`config.mk`:
```
export PLATFORM = sky130hd
export DESIGN_NAME = diploma_kinematics_top
export DESIGN_NICKNAME = d
export VERILOG_FILES = /design/src/rtl/diploma_kinematics_top.sv
export SDC_FILE = /design/constraint.sdc
export NUM_CORES = 1
export LEC_CHECK = 0
export CORE_UTILIZATION = 45
export CTS_BUF_LIST = sky130_fd_sc_hd__clkbuf_4 sky130_fd_sc_hd__clkbuf_8 sky130_fd_sc_hd__clkbuf_16
export CTS_CLUSTER_DIAMETER = 150
export DETAILED_ROUTE_END_ITERATION = 10
export GPL_TIMING_DRIVEN = 0
export PLACE_DENSITY = 0.61
export SYNTH_ARGS = -nofsm -noshare
export SYNTH_HDL_FRONTEND = slang
export SYNTH_SLANG_ARGS = --single-unit
```
`constraint.sdc`:
```
create_clock -name clk_in -period 32.4 [get_ports clk_in]
set_clock_uncertainty 0.1 [all_clocks]
set_input_delay 8.1 -clock clk_in [delete_from_list [all_inputs] [get_ports clk_in]]
set_output_delay 8.1 -clock clk_in [all_outputs]
set_load 0.01 [all_outputs]
```
`src/rtl/diploma_kinematics_top.sv`:
```
// Range-sensor kinematics datapath: UART frame parser, three-sample speed/acceleration
// filter, and result streaming over SPI (mode 0) and UART tx with a one-deep latest-wins backlog.
module diploma_kinematics_top #(
    parameter int CLK_FREQ  = 100_000_000,
    parameter int BAUD_RATE = 115200,
    parameter int DELTA_T   = 10,
    parameter int SPI_DIV   = 4
) (
    input  logic clk_in,
    input  logic rst,
    input  logic rx,
    output logic tx,
    output logic sck,
    output logic mosi,
    output logic cs
);
    localparam int BAUD_TICKS = CLK_FREQ / BAUD_RATE;
    localparam int BW = $clog2(BAUD_TICKS + 1);
    localparam int SW = $clog2(SPI_DIV + 1);
    localparam logic [BW-1:0] BAUD_LAST = BW'(BAUD_TICKS - 1);
    localparam logic [BW-1:0] HALF_LAST = BW'(BAUD_TICKS / 2 - 1);
    localparam logic [SW-1:0] SPI_LAST  = SW'(SPI_DIV - 1);
    localparam logic signed [31:0] DT  = 32'(DELTA_T);
    localparam logic signed [31:0] DT2 = 32'(DELTA_T * DELTA_T);

    localparam logic [1:0] RX_IDLE = 2'd0, RX_START = 2'd1, RX_DATA = 2'd2, RX_STOP = 2'd3;
    localparam logic [2:0] P_H1 = 3'd0, P_H2 = 3'd1, P_CMD = 3'd2, P_LEN = 3'd3,
                           P_DHI = 3'd4, P_DLO = 3'd5, P_STAT = 3'd6, P_CRC = 3'd7;
    localparam logic [1:0] S_IDLE = 2'd0, S_RUN = 2'd1, S_TAIL = 2'd2;

    logic [1:0]    rx_state_reg;
    logic          rx_s1_reg, rx_s2_reg, rx_prev_reg;
    logic [BW-1:0] rx_cnt_reg;
    logic [2:0]    rx_bit_reg;
    logic [7:0]    rx_shift_reg;
    logic          byte_valid_reg, frame_err_reg;

    always_ff @(posedge clk_in or negedge rst) begin
        if (!rst) begin
            rx_state_reg   <= RX_IDLE;
            rx_s1_reg      <= 1'b1;
            rx_s2_reg      <= 1'b1;
            rx_prev_reg    <= 1'b1;
            rx_cnt_reg     <= '0;
            rx_bit_reg     <= '0;
            rx_shift_reg   <= '0;
            byte_valid_reg <= 1'b0;
            frame_err_reg  <= 1'b0;
        end else begin
            rx_s1_reg      <= rx;
            rx_s2_reg      <= rx_s1_reg;
            rx_prev_reg    <= rx_s2_reg;
            byte_valid_reg <= 1'b0;
            frame_err_reg  <= 1'b0;
            case (rx_state_reg)
                RX_IDLE: if (rx_prev_reg && !rx_s2_reg) begin
                    rx_state_reg <= RX_START;
                    rx_cnt_reg   <= '0;
                end
                RX_START: if (rx_cnt_reg == HALF_LAST) begin
                    // A start bit that is high again at mid-bit was only a glitch
                    rx_cnt_reg   <= '0;
                    rx_bit_reg   <= '0;
                    rx_state_reg <= rx_s2_reg ? RX_IDLE : RX_DATA;
                end else rx_cnt_reg <= rx_cnt_reg + 1'b1;
                RX_DATA: if (rx_cnt_reg == BAUD_LAST) begin
                    rx_cnt_reg   <= '0;
                    rx_shift_reg <= {rx_s2_reg, rx_shift_reg[7:1]};
                    rx_bit_reg   <= rx_bit_reg + 1'b1;
                    if (rx_bit_reg == 3'd7) rx_state_reg <= RX_STOP;
                end else rx_cnt_reg <= rx_cnt_reg + 1'b1;
                default: if (rx_cnt_reg == BAUD_LAST) begin
                    rx_cnt_reg     <= '0;
                    rx_state_reg   <= RX_IDLE;
                    byte_valid_reg <= rx_s2_reg;
                    frame_err_reg  <= !rx_s2_reg;
                end else rx_cnt_reg <= rx_cnt_reg + 1'b1;
            endcase
        end
    end

    logic [2:0]  p_state_reg;
    logic [15:0] dist_reg;
    logic        accept_reg;
    logic [2:0]  p_miss;

    assign p_miss = (rx_shift_reg == 8'h55) ? P_H2 : P_H1;

    always_ff @(posedge clk_in or negedge rst) begin
        if (!rst) begin
            p_state_reg <= P_H1;
            dist_reg    <= '0;
            accept_reg  <= 1'b0;
        end else begin
            accept_reg <= 1'b0;
            if (frame_err_reg) begin
                p_state_reg <= P_H1;
            end else if (byte_valid_reg) begin
                case (p_state_reg)
                    P_H1:   p_state_reg <= p_miss;
                    P_H2:   p_state_reg <= (rx_shift_reg == 8'hAA) ? P_CMD : p_miss;
                    P_CMD:  p_state_reg <= (rx_shift_reg == 8'h81) ? P_LEN : p_miss;
                    P_LEN:  p_state_reg <= (rx_shift_reg == 8'h03) ? P_DHI : p_miss;
                    P_DHI: begin
                        dist_reg[15:8] <= rx_shift_reg;
                        p_state_reg    <= P_DLO;
                    end
                    P_DLO: begin
                        dist_reg[7:0] <= rx_shift_reg;
                        p_state_reg   <= P_STAT;
                    end
                    P_STAT: p_state_reg <= P_CRC;
                    default: begin
                        accept_reg  <= 1'b1;
                        p_state_reg <= P_H1;
                    end
                endcase
            end
        end
    end

    logic [15:0]        d1_reg, d2_reg, d3_reg;
    logic [1:0]         count_reg;
    logic               calc_reg;
    logic signed [31:0] speed_prev_reg, accel_prev_reg;
    logic signed [31:0] d1_s, d2_s, d3_s, v_raw, accel, speed_sum, speed;
    logic [31:0]        pend_word_reg;
    logic               pend_valid_reg;
    logic               launch;
    logic [1:0]         spi_state_reg;
    logic               tx_busy_reg;

    assign d1_s      = $signed({16'd0, d1_reg});
    assign d2_s      = $signed({16'd0, d2_reg});
    assign d3_s      = $signed({16'd0, d3_reg});
    assign v_raw     = (d3_s - d2_s) / DT;
    assign accel     = (d3_s - (d2_s <<< 1) + d1_s) / DT2;
    assign speed_sum = v_raw - speed_prev_reg + accel_prev_reg;
    assign speed     = speed_sum >>> 1;
    assign launch    = pend_valid_reg && (spi_state_reg == S_IDLE) && !tx_busy_reg;

    always_ff @(posedge clk_in or negedge rst) begin
        if (!rst) begin
            d1_reg         <= '0;
            d2_reg         <= '0;
            d3_reg         <= '0;
            count_reg      <= '0;
            calc_reg       <= 1'b0;
            speed_prev_reg <= '0;
            accel_prev_reg <= '0;
            pend_word_reg  <= '0;
            pend_valid_reg <= 1'b0;
        end else begin
            calc_reg <= 1'b0;
            if (accept_reg) begin
                d1_reg    <= d2_reg;
                d2_reg    <= d3_reg;
                d3_reg    <= dist_reg;
                count_reg <= (count_reg == 2'd3) ? 2'd3 : count_reg + 2'd1;
                calc_reg  <= (count_reg >= 2'd2);
            end
            // A fresh result always overwrites the backlog slot
            if (calc_reg) begin
                speed_prev_reg <= speed;
                accel_prev_reg <= accel;
                pend_word_reg  <= {speed[15:0], accel[15:0]};
                pend_valid_reg <= 1'b1;
            end else if (launch) begin
                pend_valid_reg <= 1'b0;
            end
        end
    end

    logic [SW-1:0] spi_cnt_reg;
    logic [4:0]    spi_bit_reg;
    logic [31:0]   spi_shift_reg;

    always_ff @(posedge clk_in or negedge rst) begin
        if (!rst) begin
            spi_state_reg <= S_IDLE;
            spi_cnt_reg   <= '0;
            spi_bit_reg   <= '0;
            spi_shift_reg <= '0;
            sck           <= 1'b0;
            mosi          <= 1'b0;
            cs            <= 1'b1;
        end else begin
            case (spi_state_reg)
                S_IDLE: if (launch) begin
                    cs            <= 1'b0;
                    mosi          <= pend_word_reg[31];
                    spi_shift_reg <= pend_word_reg;
                    spi_cnt_reg   <= '0;
                    spi_bit_reg   <= '0;
                    spi_state_reg <= S_RUN;
                end
                S_RUN: if (spi_cnt_reg == SPI_LAST) begin
                    spi_cnt_reg <= '0;
                    if (!sck) begin
                        sck <= 1'b1;
                    end else begin
                        sck <= 1'b0;
                        if (spi_bit_reg == 5'd31) begin
                            spi_state_reg <= S_TAIL;
                        end else begin
                            spi_shift_reg <= spi_shift_reg << 1;
                            mosi          <= spi_shift_reg[30];
                            spi_bit_reg   <= spi_bit_reg + 1'b1;
                        end
                    end
                end else spi_cnt_reg <= spi_cnt_reg + 1'b1;
                S_TAIL: if (spi_cnt_reg == SPI_LAST) begin
                    cs            <= 1'b1;
                    mosi          <= 1'b0;
                    spi_cnt_reg   <= '0;
                    spi_state_reg <= S_IDLE;
                end else spi_cnt_reg <= spi_cnt_reg + 1'b1;
                default: spi_state_reg <= S_IDLE;
            endcase
        end
    end

    logic [BW-1:0] tx_cnt_reg;
    logic [3:0]    tx_bit_reg;
    logic [2:0]    tx_byte_reg;
    logic [9:0]    tx_frame_reg;
    logic [31:0]   tx_data_reg;

    // Each byte is framed as {stop, data, start} and shifted out LSB first
    always_ff @(posedge clk_in or negedge rst) begin
        if (!rst) begin
            tx_busy_reg  <= 1'b0;
            tx_cnt_reg   <= '0;
            tx_bit_reg   <= '0;
            tx_byte_reg  <= '0;
            tx_frame_reg <= '1;
            tx_data_reg  <= '0;
            tx           <= 1'b1;
        end else if (!tx_busy_reg) begin
            if (launch) begin
                tx_busy_reg  <= 1'b1;
                tx_frame_reg <= {1'b1, 8'hA5, 1'b0};
                tx_data_reg  <= pend_word_reg;
                tx           <= 1'b0;
                tx_cnt_reg   <= '0;
                tx_bit_reg   <= '0;
                tx_byte_reg  <= '0;
            end
        end else if (tx_cnt_reg == BAUD_LAST) begin
            tx_cnt_reg <= '0;
            if (tx_bit_reg == 4'd9) begin
                if (tx_byte_reg == 3'd4) begin
                    tx_busy_reg <= 1'b0;
                end else begin
                    tx_byte_reg  <= tx_byte_reg + 1'b1;
                    tx_frame_reg <= {1'b1, tx_data_reg[31:24], 1'b0};
                    tx_data_reg  <= {tx_data_reg[23:0], 8'h00};
                    tx           <= 1'b0;
                    tx_bit_reg   <= '0;
                end
            end else begin
                tx_bit_reg <= tx_bit_reg + 1'b1;
                tx         <= tx_frame_reg[tx_bit_reg + 4'd1];
            end
        end else begin
            tx_cnt_reg <= tx_cnt_reg + 1'b1;
        end
    end
endmodule

```
==> results of run 1 <==
## synthesized netlist by cell type, types with 26 or more instances
library cell / instances / area [um2]
dfrtp_1: 253 / 6330
clkbuf_1: 62 / 233
o21ai_0: 217 / 1090
nor2_1: 178 / 668
a21o_1: 41 / 308
a31oi_1: 29 / 181
mux2i_1: 82 / 821
o211ai_1: 30 / 225
and3_1: 33 / 206
ha_1: 100 / 1250
mux2_2: 74 / 833
a21oi_1: 101 / 505
nand3_1: 60 / 300
fa_1: 34 / 681
xnor2_1: 84 / 736
and2_1: 27 / 169
nand2_1: 256 / 961
o21ai_1: 37 / 185
xor2_1: 40 / 350
nor3_1: 58 / 290
or3_1: 26 / 163
inv_1: 173 / 649
o31ai_1: 30 / 225
## area by class of cell
class                   instances  area [um2]
repair buffers                  8         120
plain buffers                  98         450
clock inverters                13         255
fillers                      4534       23900
well taps                     615         769
clock buffers                  43         886
inverters                     173         649
flip-flops and latches        267        6700
multi-input cells            1978       13900
## power by group
part / leakage, nW / total [W] / internal (W) / switching [W]
Combinational: 5.93 / 0.0000291 / 0.00000851 / 0.0000206
Sequential: 3.67 / 0.000341 / 0.000337 / 0.00000389
Clock: 0.554 / 0.000385 / 0.000239 / 0.000146
## path summary, 6_finish.rpt
path	startpoint	endpoint	slack [ns]	depth (start not counted)
max	d3_reg[2]	speed_prev_reg[30]	12.66	72
min	rx_s1_reg	rx_s2_reg	0.26	0
max reg2reg	d3_reg[2]	speed_prev_reg[30]	12.66	72
min reg2reg	rx_s1_reg	rx_s2_reg	0.26	0
max in group asynchronous	rst	d1_reg[15]	23.98	2
min in group asynchronous	rst	tx_cnt_reg[8]	7.26	1
## metrics by stage
step	area, um2	total power, W	setup WS, ns	cells
after global placement	22500	0.000375	11.45	3137
final	23700	0.000756	12.66	3195
after global routing	23700	0.000779	10.90	3195
after floorplan	21700	0.000364	16.95	2516
after CTS	23700	0.000763	12.98	3195
after detailed placement	22600	0.000377	13.11	3139
## worst max-delay path: cells and delay by family (launching register included)
family | cells | cell delay [ns]
AOI/OAI and AO/OA | 44 | 12.06
xor gates and xnor gates | 3 | 1.03
adders and majority gates | 5 | 1.65
buffers and inverters | 4 | 0.73
DFF | 1 | 0.50
muxes | 2 | 0.30
and+or+nand+nor | 14 | 3.28
## metal layers
metal	vias to the layer above	track usage (%)	part of all wire, %
li1	9267	-	-
met1	9429	30.8	46
met2	390	40.3	48
met3	75	2.28	3.5
met4	0	5.20	1.9
met5	-	0	0
## layout by cell type (no fill, tap or decap), drive strengths merged, types with 11 or more instances in the layout
cell type,netlist,final
a211o,15,15
a211oi,28,28
a21boi,23,23
a21o,41,41
a21oi,105,105
a221oi,11,11
a31oi,29,29
and2,28,28
and3,34,34
buf,32,35
clkbuf,64,107
dfrtp,253,253
dfstp,14,14
fa,34,34
ha,100,100
inv,173,173
mux2,74,74
mux2i,82,82
nand2,256,256
nand2b,24,24
nand3,60,60
nand4,15,15
nor2,180,180
nor2b,15,15
nor3,59,59
nor4,22,22
o211ai,34,34
o21a,23,23
o21ai,259,259
o22ai,23,23
o31ai,32,32
or2,18,18
or3,26,26
xnor2,85,85
xor2,40,40
## kinds of logic (layout without fill, tap and decap cells)
family          after synthesis  count (layout)  synth area share [%]
simple gates                781             781                  17.5
compound gates              775             775                  24.5
buf+inv                     271             335                  5.07
flops                       267             267                  30.9
mux                         158             158                  7.83
fa+ha+maj                   139             139                  9.13
xor+xnor                    125             125                  5.08
==> impl_metrics.json, run 1 <==
{
  "synth_seq_cells": 267,
  "antennaDiodeCount": 0,
  "syn_to_final_growth_pct": 9.39,
  "gp_congestion": 0.864,
  "cts_buffers": 30,
  "path_max_fanout": 10,
  "slew_headroom_pct": 21.0,
  "gr-total-overflow": 0,
  "whs_ns": 0.255,
  "critPathLaunchType": "flop",
  "clk_latency_ns": 0.60,
  "portBuffers": 6,
  "synth_edf_count": 0,
  "leakage_nw": 10.2,
  "post-cts-setup-buffers": 0,
  "initial_core_util_pct": 45.5,
  "grtUsageTotal_pct": 23.1,
  "synth.distinct_cells": 115,
  "critPathSlowestCell": "o31ai_1",
  "fin_util_pct": 49.8,
  "status": "complete, no violations",
  "viasPerCell": 6.00,
  "crit_top_cell": "o21ai_0",
  "hold_viol_final": 0,
  "num_io_pins": 7,
  "peakVddDrop_mv": 0.0379,
  "first_pass_iters": 5,
  "power.density_nw_per_um2": 31.8,
  "die_area_um2": 49100,
  "fp.coreArea_um2": 47600,
  "ant_nets": 0,
  "syn-num-nets": 2653,
  "syn_inst": 2516,
  "rows": 80,
  "worstMarginPinSlew_ns": 1.19,
  "cts-hold-fix-buffers": 0,
  "drv_cap": 0,
  "synth_ff_type": "dfrtp_1",
  "rsz0062_at_grt": "false",
  "grt_pass1_vias": 18800,
  "endpoint_kind": "flop",
  "grt_pass1_wl_mm": 94.9,
  "nNetsFinal": 2693,
  "post-dp-hpwl_mm": 43.4,
  "clock-sinks": 267,
  "drt-total-wl_mm": 57.4,
  "clockRootBuffer": "clkbuf_16",
  "hp-class": "reg -> reg",
  "drive_gt1_share_pct": 9.61,
  "die_x_um": 222,
  "vias": 19200,
  "grt_max_degree": 122,
  "slew_viol_final": 0,
  "drt-initial-drc-count": 1321,
  "clk_pin_slew_worst_paths_ns": 0.07,
  "setup_viol": 0,
  "clock_tree.buffer_depth": 3,
  "avgSynthCellArea_um2": 8.62,
  "yosys_warnings": 0,
  "die_h_um": 222,
  "wl_per_cell_um": 18.0,
  "max_freq_mhz": 50.7,
  "worstSetupPathType": "reg -> reg",
  "synthArstFlopShare_pct": 100,
  "cts_max_level": 1,
  "finalCritPeriodShare_pct": 60.9,
  "tns_ns": 0,
  "netlist_area_um2": 21700,
  "post_cts_resized": 0,
  "required_ns": 32.82,
  "cts_tree": "yes",
  "cp.arrival_ns": 20.16,
  "antenna_found_initial": 0,
  "cp_slowest_stage_delay_ns": 0.93,
  "final.min_clock_period_ns": 19.74,
  "drc": 0,
  "ys_seq_area_share_pct": 30.9
}
Power figures use the tool's default switching activity.
==> run 2, diff against run 1 <==
==> constraint.sdc (replaced) <==
create_clock -name clk_in -period 18.4 [get_ports clk_in]
set_clock_uncertainty 0.1 [all_clocks]
set_input_delay 4.6 -clock clk_in [delete_from_list [all_inputs] [get_ports clk_in]]
set_output_delay 4.6 -clock clk_in [all_outputs]
set_load 0.01 [all_outputs]
==> run 2 against run 1 <==
Net effect: register-to-register slack got worse by 12 ns; routed wire length up 0.82%; global-route usage hardly changed; total power rose by 76%; sequential share of layout area shrank 0.44 points; die area unchanged; clock-buffer cell count unchanged; hold slack about the same; design area up 1.6%; non-clock buffer count is 6 higher; highest routed layer unchanged.
==> impl_metrics.json, run 2 (synthesis gave the netlist of run 1 again) <==
{
  "peakVddDrop_mv": 0.0667,
  "power.density_nw_per_um2": 55.2,
  "grtUsageTotal_pct": 23.1,
  "cts-hold-fix-buffers": 0,
  "clock-sinks": 267,
  "critPathLaunchType": "flop",
  "grt_pass1_wl_mm": 95.2,
  "drv_cap": 0,
  "syn_to_final_growth_pct": 11.1,
  "worstSetupPathType": "reg -> reg",
  "leakage_nw": 10.3,
  "p_comb_share_pct": 3.9,
  "die_h_um": 222,
  "grt_max_degree": 122,
  "fp.coreArea_um2": 47600,
  "drive_gt1_share_pct": 11.4,
  "clockRootBuffer": "clkbuf_16",
  "gp_congestion": 0.864,
  "gr-total-overflow": 0,
  "power_w": 0.00133,
  "finalCritPeriodShare_pct": 94.4,
  "hold_viol_final": 0,
  "worstMarginPinSlew_ns": 1.11,
  "hp-start": "rx_s1_reg",
  "first_pass_iters": 5,
  "startpoint": "d3_reg[2]",
  "cp.arrival_ns": 17.79,
  "p_int_w": 0.00103,
  "initial_core_util_pct": 45.5,
  "die_area_um2": 49100,
  "place_ws_ns": -0.890,
  "drt-total-wl_mm": 57.9,
  "max_freq_mhz": 57.6,
  "portBuffers": 6,
  "cts_buffers": 30,
  "p_sw_w": 0.000300,
  "cts_max_level": 1,
  "fin_util_pct": 50.6,
  "setup_viol": 0,
  "hp-class": "reg -> reg",
  "p_clk_share_pct": 50.9,
  "critPathSlowestCell": "fa_1",
  "final_cell_mix": "256 x nand2_1, 253 x dfrtp_1, 209 x o21ai_0",
  "viasPerCell": 6.00,
  "status": "complete, no violations",
  "nFillCells": 4487,
  "r2r-start": "d3_reg[2]",
  "switching_share_pct": 22.6,
  "layout_setup_ws_ns": 1.03,
  "slew_headroom_pct": 25.2,
  "crit_top_cell": "o21ai_0",
  "pwr-share-seq_pct": 45.2,
  "clk_latency_ns": 0.60,
  "num_io_pins": 7,
  "clk_pin_slew_worst_paths_ns": 0.07,
  "final.min_clock_period_ns": 17.37,
  "clock_tree.buffer_depth": 3,
  "antenna_found_initial": 0,
  "whs_ns": 0.255,
  "required_ns": 18.82,
  "drt-initial-drc-count": 1217,
  "post-dp-hpwl_mm": 43.4,
  "layout_commonest_cell": "nand2_1",
  "antennaDiodeCount": 0,
  "dp.cells": 3139,
  "path_max_fanout": 10,
  "die_x_um": 222,
  "rows": 80,
  "cp_slowest_stage_delay_ns": 0.52,
  "cts_tree": "yes",
  "fin_cells": 3201,
  "endpoint_kind": "flop",
  "nNetsFinal": 2699,
  "wl_per_cell_um": 18.1,
  "ant_nets": 0,
  "grt_pass1_vias": 18800,
  "drc": 0,
  "slew_viol_final": 0,
  "vias": 19200
}
## run 2: cell types whose count changed in the layout (fill, tap and decap cells not counted), sizes merged
cell    change
buf         +7
clkbuf      -1
## run 2: cell type report
type                    count  area, um2  area share, %
multi-input cells        1978      14200           59.0
flip-flops and latches    267       6700           27.8
clock buffers              43        886           3.67
well taps                 615        769           3.19
inverters                 173        649           2.69
plain buffers              97        450           1.87
clock inverters            13        255           1.06
repair buffers             15        173          0.716
## run 2: power groups by stage
stage          clock (W)  combinational, W  sequential [W]
2_1_floorplan          0         0.0000302        0.000610
3_3_place_gp           0         0.0000490        0.000612
3_5_place_dp           0         0.0000521        0.000611
4_1_cts         0.000690         0.0000523        0.000601
5_1_grt         0.000711         0.0000584        0.000602
6_report        0.000678         0.0000514        0.000601
## run 2: metal layers
| layer | part of all wire, % | vias up | GRT usage (%) |
|---|---|---|---|
| li1 | - | 9278 | - |
| met1 | 46 | 9493 | 30.8 |
| met2 | 49 | 357 | 40.5 |
| met3 | 3.5 | 79 | 2.28 |
| met4 | 1.9 | 0 | 5.17 |
| met5 | 0 | - | 0 |
## run 2: critical path, delay by kind of cell, from the launching register on
| family | cells | cell delay, ns |
|---|---|---|
| fa+ha+maj | 6 | 1.93 |
| mux | 2 | 0.30 |
| compound gates | 44 | 9.92 |
| flops | 1 | 0.49 |
| buf+inv | 6 | 1.00 |
| xor+xnor | 2 | 0.36 |
| simple gates | 15 | 3.20 |
## run 2: worst paths after layout
| kind | to | slack, ns | cells after the start |
|---|---|---|---|
| setup / recovery | speed_prev_reg[30] | 1.03 | 75 |
| hold / removal | rx_s2_reg | 0.26 | 0 |
| max in group asynchronous | d1_reg[15] | 13.51 | 2 |
| hold reg to reg | rx_s2_reg | 0.26 | 0 |
| setup reg to reg | speed_prev_reg[30] | 1.03 | 75 |
| min in group asynchronous | tx_cnt_reg[8] | 3.76 | 1 |
## run 2: what timing repair did
item                                   CTS  global route
pin swaps                                0             8
endpoints found under the hold margin    0             0
gates resized for setup                 16            54
setup buffers                            0             7
setup endpoints to repair                5            11
## run 2: per-stage QoR
step	TNS [ns]	cell area (um2)
2_1_floorplan	0	21700
3_3_place_gp	-0.759	22500
3_5_place_dp	-1.33	22600
4_1_cts	0	23800
5_1_grt	-0.227	24100
6_report	0	24100
==> run 3, diff against run 2 <==
--- a/config.mk
+++ b/config.mk
@@ -10,7 +10,7 @@
 export CTS_CLUSTER_DIAMETER = 150
 export DETAILED_ROUTE_END_ITERATION = 10
 export GPL_TIMING_DRIVEN = 0
-export PLACE_DENSITY = 0.61
+export PLACE_DENSITY = 0.63
 export SYNTH_ARGS = -nofsm -noshare
 export SYNTH_HDL_FRONTEND = slang
 export SYNTH_SLANG_ARGS = --single-unit
==> constraint.sdc (replaced) <==
create_clock -name clk_in -period 14.4 [get_ports clk_in]
set_clock_uncertainty 0.1 [all_clocks]
set_input_delay 3.6 -clock clk_in [delete_from_list [all_inputs] [get_ports clk_in]]
set_output_delay 3.6 -clock clk_in [all_outputs]
set_load 0.01 [all_outputs]
==> run 3 against run 2 <==
Net effect: the flow now finishes with violations (negative setup slack); cell count is 4.6% higher; total power is 23% higher; non-clock buffer count is 144 higher; design area is 7.9% higher; first-iteration DRC count is 12% higher; die area stayed put; fmax is 18% higher; critical path type unchanged; critical endpoint unchanged; largest power group unchanged.
==> impl_metrics.json, run 3 (synthesis gave the netlist of run 1 again) <==
{
  "status": "finished with violations",
  "violations": "negative setup slack",
  "power_w": 0.00164,
  "drt-total-wl_mm": 60.8,
  "switching_share_pct": 23.7,
  "clockRootBuffer": "clkbuf_16",
  "hold_viol_final": 0,
  "pwr-share-seq_pct": 46.8,
  "grt_max_degree": 99,
  "cts_tree": "yes",
  "drc": 0,
  "endpoint_kind": "flop",
  "cts-hold-fix-buffers": 0,
  "clock_tree.buffer_depth": 3,
  "first_pass_iters": 5,
  "drt-initial-drc-count": 1359,
  "grt_pass1_vias": 19600,
  "slew_headroom_pct": 17.1,
  "power.density_nw_per_um2": 63.1,
  "critPathSlowestCell": "fa_1",
  "viasPerCell": 5.96,
  "path_max_fanout": 6,
  "rsz0062_at_grt": "true",
  "cp.arrival_ns": 15.18,
  "final.min_clock_period_ns": 14.77,
  "drv_cap": 0,
  "clk_latency_ns": 0.60,
  "grt_pass1_wl_mm": 99.0,
  "clock-sinks": 267,
  "clk_pin_slew_worst_paths_ns": 0.06,
  "portBuffers": 6,
  "worstSetupPathType": "reg -> reg",
  "initial_core_util_pct": 45.5,
  "leakage_nw": 11.2,
  "gr-total-overflow": 0,
  "peakVddDrop_mv": 0.0926,
  "ant_nets": 0,
  "whs_ns": 0.259,
  "hp-class": "reg -> reg",
  "crit_top_cell": "o21ai_2",
  "die_h_um": 222,
  "drive_gt1_share_pct": 20.9,
  "worstMarginPinSlew_ns": 1.24,
  "p_sw_w": 0.000389,
  "post-dp-hpwl_mm": 42.9,
  "nNetsFinal": 2844,
  "cp_slowest_stage_delay_ns": 0.59,
  "tns_ns": -1.10,
  "p_comb_share_pct": 4.0,
  "critPathLaunchType": "flop",
  "wl_per_cell_um": 18.2,
  "final_area_um2": 26000,
  "required_ns": 14.81,
  "vias": 20000,
  "max_freq_mhz": 67.7,
  "cts_max_level": 1,
  "fp.coreArea_um2": 47600,
  "finalCritPeriodShare_pct": 103,
  "layout_setup_ws_ns": -0.373,
  "antennaDiodeCount": 0,
  "layout_commonest_cell": "nand2_1",
  "rows": 80,
  "syn_to_final_growth_pct": 19.9,
  "p_int_w": 0.00125,
  "grtUsageTotal_pct": 24.1,
  "die_x_um": 222,
  "num_io_pins": 7,
  "antenna_found_initial": 1,
  "p_clk_share_pct": 49.2,
  "slew_viol_final": 0,
  "cts_buffers": 31,
  "setup_viol": 4,
  "placed_area_um2": 22700,
  "final_cell_mix": "252 x nand2_1, 251 x dfrtp_1, 189 x o21ai_0",
  "die_area_um2": 49100,
  "gp_congestion": 0.859
}
[run 3: cell types whose count changed in the layout (fill, tap and decap cells not counted), moves of 10 or more]
| cell | previous run | this run |
|---|---|---|
| buf_4 | 12 | 151 |
| buf_6 | 4 | 14 |
| o21ai_0 | 209 | 189 |
| a21boi_0 | 17 | 4 |
| o21ai_2 | 7 | 31 |
| a21boi_2 | 1 | 19 |
[run 3: worst paths after layout]
check / from / slack (ns) / depth (start not counted) / endpoint
worst max-delay path: d3_reg[0] / -0.37 / 79 / speed_prev_reg[30]
worst min-delay path: rx_s1_reg / 0.26 / 0 / rx_s2_reg
worst max register to register: d3_reg[0] / -0.37 / 79 / speed_prev_reg[30]
worst min register to register: rx_s1_reg / 0.26 / 0 / rx_s2_reg
max in group asynchronous: rst / 10.44 / 2 / d1_reg[12]
min in group asynchronous: rst / 2.85 / 1 / tx_cnt_reg[8]
[run 3: final cells by class]
cell class,count,area (um2)
Buffer,95,500
Clock buffer,49,955
Clock inverter,9,91.3
Fill cell,4267,21600
Inverter,173,649
Multi-Input combinational cell,1978,15100
Sequential cell,267,6700
Tap cell,615,769
Timing Repair Buffer,161,1290
[run 3: repair_timing]
action | 4_1_cts | 5_1_grt
buffers inserted | 129 | 34
setup endpoints to repair | 20 | 25
resized for setup | 160 | 81
pin swaps | 110 | 87
[run 3: power groups by stage]
stage	Clock [W]	Sequential, W	Combinational (W)
after global placement	0	0.000782	0.0000625
final	0.000807	0.000768	0.0000662
after detailed placement	0	0.000782	0.0000670
after global routing	0.000848	0.000769	0.0000764
after floorplan	0	0.000779	0.0000386
after CTS	0.000821	0.000768	0.0000673
[run 3: critical path: cells and delay by family (launching register included)]
family                     cells  cell delay (ns)
xor gates and xnor gates       2             0.31
adders and majority gates      8             2.17
and+or+nand+nor               11             1.96
buffers and inverters          9             1.16
AOI/OAI and AO/OA             46             7.95
muxes                          3             0.60
DFF                            1             0.40
[run 3: per-layer routing]
| layer | track usage, % | wire length (um) |
|---|---|---|
| met5 | 0 | 0 |
| met4 | 7.66 | 1820 |
| met3 | 2.40 | 2410 |
| met2 | 41.3 | 29500 |
| met1 | 31.9 | 27100 |
[run 3: per-stage QoR]
stage | worst slack, ns | std cells | util (%)
floorplan | 0.00139 | 2516 | -
global placement | -2.67 | 3137 | 47.6
finish | -0.373 | 3347 | 54.6
CTS | -0.219 | 3321 | 53.5
global route | -1.03 | 3347 | 54.6
detailed placement | -3.00 | 3139 | 47.7
==> RTL change: new RTL, settings of run 2 <==
Put one more register stage on the output `sck`, cleared by the reset. The value now appears one clock later. The other outputs are not delayed to match.
--- a/src/rtl/diploma_kinematics_top.sv
+++ b/src/rtl/diploma_kinematics_top.sv
@@ -28,4 +28,6 @@
                            P_DHI = 3'd4, P_DLO = 3'd5, P_STAT = 3'd6, P_CRC = 3'd7;
     localparam logic [1:0] S_IDLE = 2'd0, S_RUN = 2'd1, S_TAIL = 2'd2;
+
+    logic sck_s0;
 
     logic [1:0]    rx_state_reg;
@@ -182,5 +184,5 @@
             spi_bit_reg   <= '0;
             spi_shift_reg <= '0;
-            sck           <= 1'b0;
+            sck_s0        <= 1'b0;
             mosi          <= 1'b0;
             cs            <= 1'b1;
@@ -197,8 +199,8 @@
                 S_RUN: if (spi_cnt_reg == SPI_LAST) begin
                     spi_cnt_reg <= '0;
-                    if (!sck) begin
-                        sck <= 1'b1;
+                    if (!sck_s0) begin
+                        sck_s0 <= 1'b1;
                     end else begin
-                        sck <= 1'b0;
+                        sck_s0 <= 1'b0;
                         if (spi_bit_reg == 5'd31) begin
                             spi_state_reg <= S_TAIL;
@@ -267,4 +269,12 @@
         end
     end
+    always_ff @(posedge clk_in or negedge rst) begin
+        if (!rst) begin
+            sck <= '0;
+        end else begin
+            sck <= sck_s0;
+        end
+    end
+
 endmodule
 
Formal check against the unedited RTL: same outputs for any inputs over 4 cycles, from zero or initial values and one cycle with rst low; that may be too few to reach the edited logic, so the function may still have changed.
==> RTL change against run 2 <==
- via count about the same
- sequential power about the same
- sequential cell count up 1
- final area up 0.20%
- sequential share of layout area about the same
- global-route usage up 0.12 points
- wire length about the same
- setup slack better by 0.011 ns
- count of clock-buffer cells in the layout down 3
- combinational power about the same
- synthesized area up 0.12%
- fmax about the same
- core utilization up 0.10 points
- power down 1.2%
==> RTL change: results (changes against run 2) <==
| Metric | Value |
|---|---|
| Reg2reg path depth | 80 (was 75) |
| Vias per Instance | 5.977 (was 6.000) |
| Critical Path AT | 17.76 ns (was 17.79 ns) |
| DP Wirelength | 43.75 mm (was 43.44 mm) |
| Maximum clock path buffer count | 3 (unchanged) |
| Finished Layout Cells | 3214 (was 3201) |
| Total CTS buffers | 31 (was 30) |
| Hold/Removal Path Class | reg2reg (unchanged) |
| GPL Wtd Cong | 0.8843 (was 0.8637) |
| Net switching power | 0.0002999 W (was 0.0003001 W) |
| Pleak | 10.34 nW (was 10.28 nW) |
| Final Cycle Share | 94.36% (was 94.42%) |
| First-pass GRT wire length | 95.64 mm (was 95.16 mm) |
| Min-delay src | rx_s1_reg (unchanged) |
| Vias in the first global route | 18685 (was 18811) |
| Synth unique cells | 115 (unchanged) |
| Reg2reg end | speed_prev_reg[30] (unchanged) |
| GRT Resource Usage Total | 23.27% (was 23.14%) |
| Crit path max fanout | 10 (unchanged) |
| Largest net degree at the start of global routing | 113 (was 122) |
| Worst hold endpoint | rx_s2_reg (unchanged) |
| Post-cts sizing count | 19 (was 16) |
| Wirelength per Cell | 18.03 microns (was 18.09 microns) |
| Peak supply drop | 0.06997 mV (was 0.06674 mV) |
| Commonest cells in the synthesized netlist | nand2_1, dfrtp_1, o21ai_0 (unchanged) |
| Root Buffer | clkbuf_16 (unchanged) |
| Fill count | 4503 (was 4487) |
| Drt pass-1 iters | 6 (was 5) |
| H-Tree Depth | 1 (unchanged) |
| Syn. warnings | 0 (unchanged) |
| Flop-to-flop setup slack | 1.04 ns |
| First DRT Iteration DRCs | 1254 (was 1217) |
| Share of cells above drive strength 1 | 11.77% (was 11.45%) |
| Place WS | -1.031 ns (was -0.8905 ns) |
| Hold Crit Depth | 0 (unchanged) |
| Post-CTS Setup Bufs | 0 (unchanged) |
| Worst Tran Pin Value | 1.139 ns (was 1.115 ns) |
| Placed Instances | 3141 (was 3139) |
| Post-Syn Area per Cell | 8.630 sq um (was 8.623 sq um) |
| Max stage delay cell, worst path | fa_1 (unchanged) |
| Ys async rst share | 100.0% (unchanged) |
| Outcome | complete, no violations (unchanged) |
| Sequential-to-total area share from yosys stat | 30.96% (was 30.88%) |
| Worst R2R Start | d3_reg[0] (was d3_reg[2]) |
| Synth top area cells | dfrtp_1, ha_1, o21ai_0 (unchanged) |
| Synthesized net count | 2654 (was 2653) |
## RTL change: power groups by stage
stage	Combinational, W	Sequential (W)	Clock (W)
after floorplan	0.0000302	0.000612	0
after global placement	0.0000491	0.000614	0
after detailed placement	0.0000521	0.000614	0
after CTS	0.0000525	0.000603	0.000676
after global routing	0.0000597	0.000604	0.000693
final	0.0000514	0.000603	0.000659
## RTL change: final cells by class
| cell class | count | area (sq um) | area share [%] |
|---|---|---|---|
| multi-input combinational | 1978 | 14200 | 58.76 |
| sequential | 268 | 6724 | 27.83 |
| clock buffer | 40 | 862.1 | 3.568 |
| tap | 615 | 769.5 | 3.185 |
| inverter | 173 | 649.4 | 2.688 |
| buffer | 98 | 456.7 | 1.890 |
| timing repair buffer | 24 | 256.5 | 1.062 |
| clock inverter | 18 | 245.2 | 1.015 |
## RTL change: stage by stage
stage | total power (W) | area [sq um] | hold WS (ns) | utilization (%)
after floorplan | 0.0006424 | 21720 | 0.2452 | -
after global placement | 0.0006634 | 22550 | 0.2483 | 47.33
after detailed placement | 0.0006659 | 22620 | 0.2498 | 47.48
after CTS | 0.001332 | 23840 | 0.2587 | 50.03
after global routing | 0.001357 | 24160 | 0.2644 | 50.71
final | 0.001314 | 24160 | 0.2564 | 50.71
## RTL change: logic make-up after synthesis
group / share of synthesized area [%]
compound gates: 24.44
simple gates: 17.52
buf+inv: 5.063
fa+ha+maj: 9.124
xor+xnor: 5.075
flops: 30.96
mux: 7.823
## RTL change: layer usage
metal  wire [microns]  part of all wire, %  track usage [%]  vias to the layer above
met5                0                    0                0                        -
met4              935                  1.6            4.704                        0
met3             1782                  3.1            2.107                       63
met2            28040                   48            40.06                      357
met1            27190                   47            31.81                     9476
li1                 -                    -                -                     9313
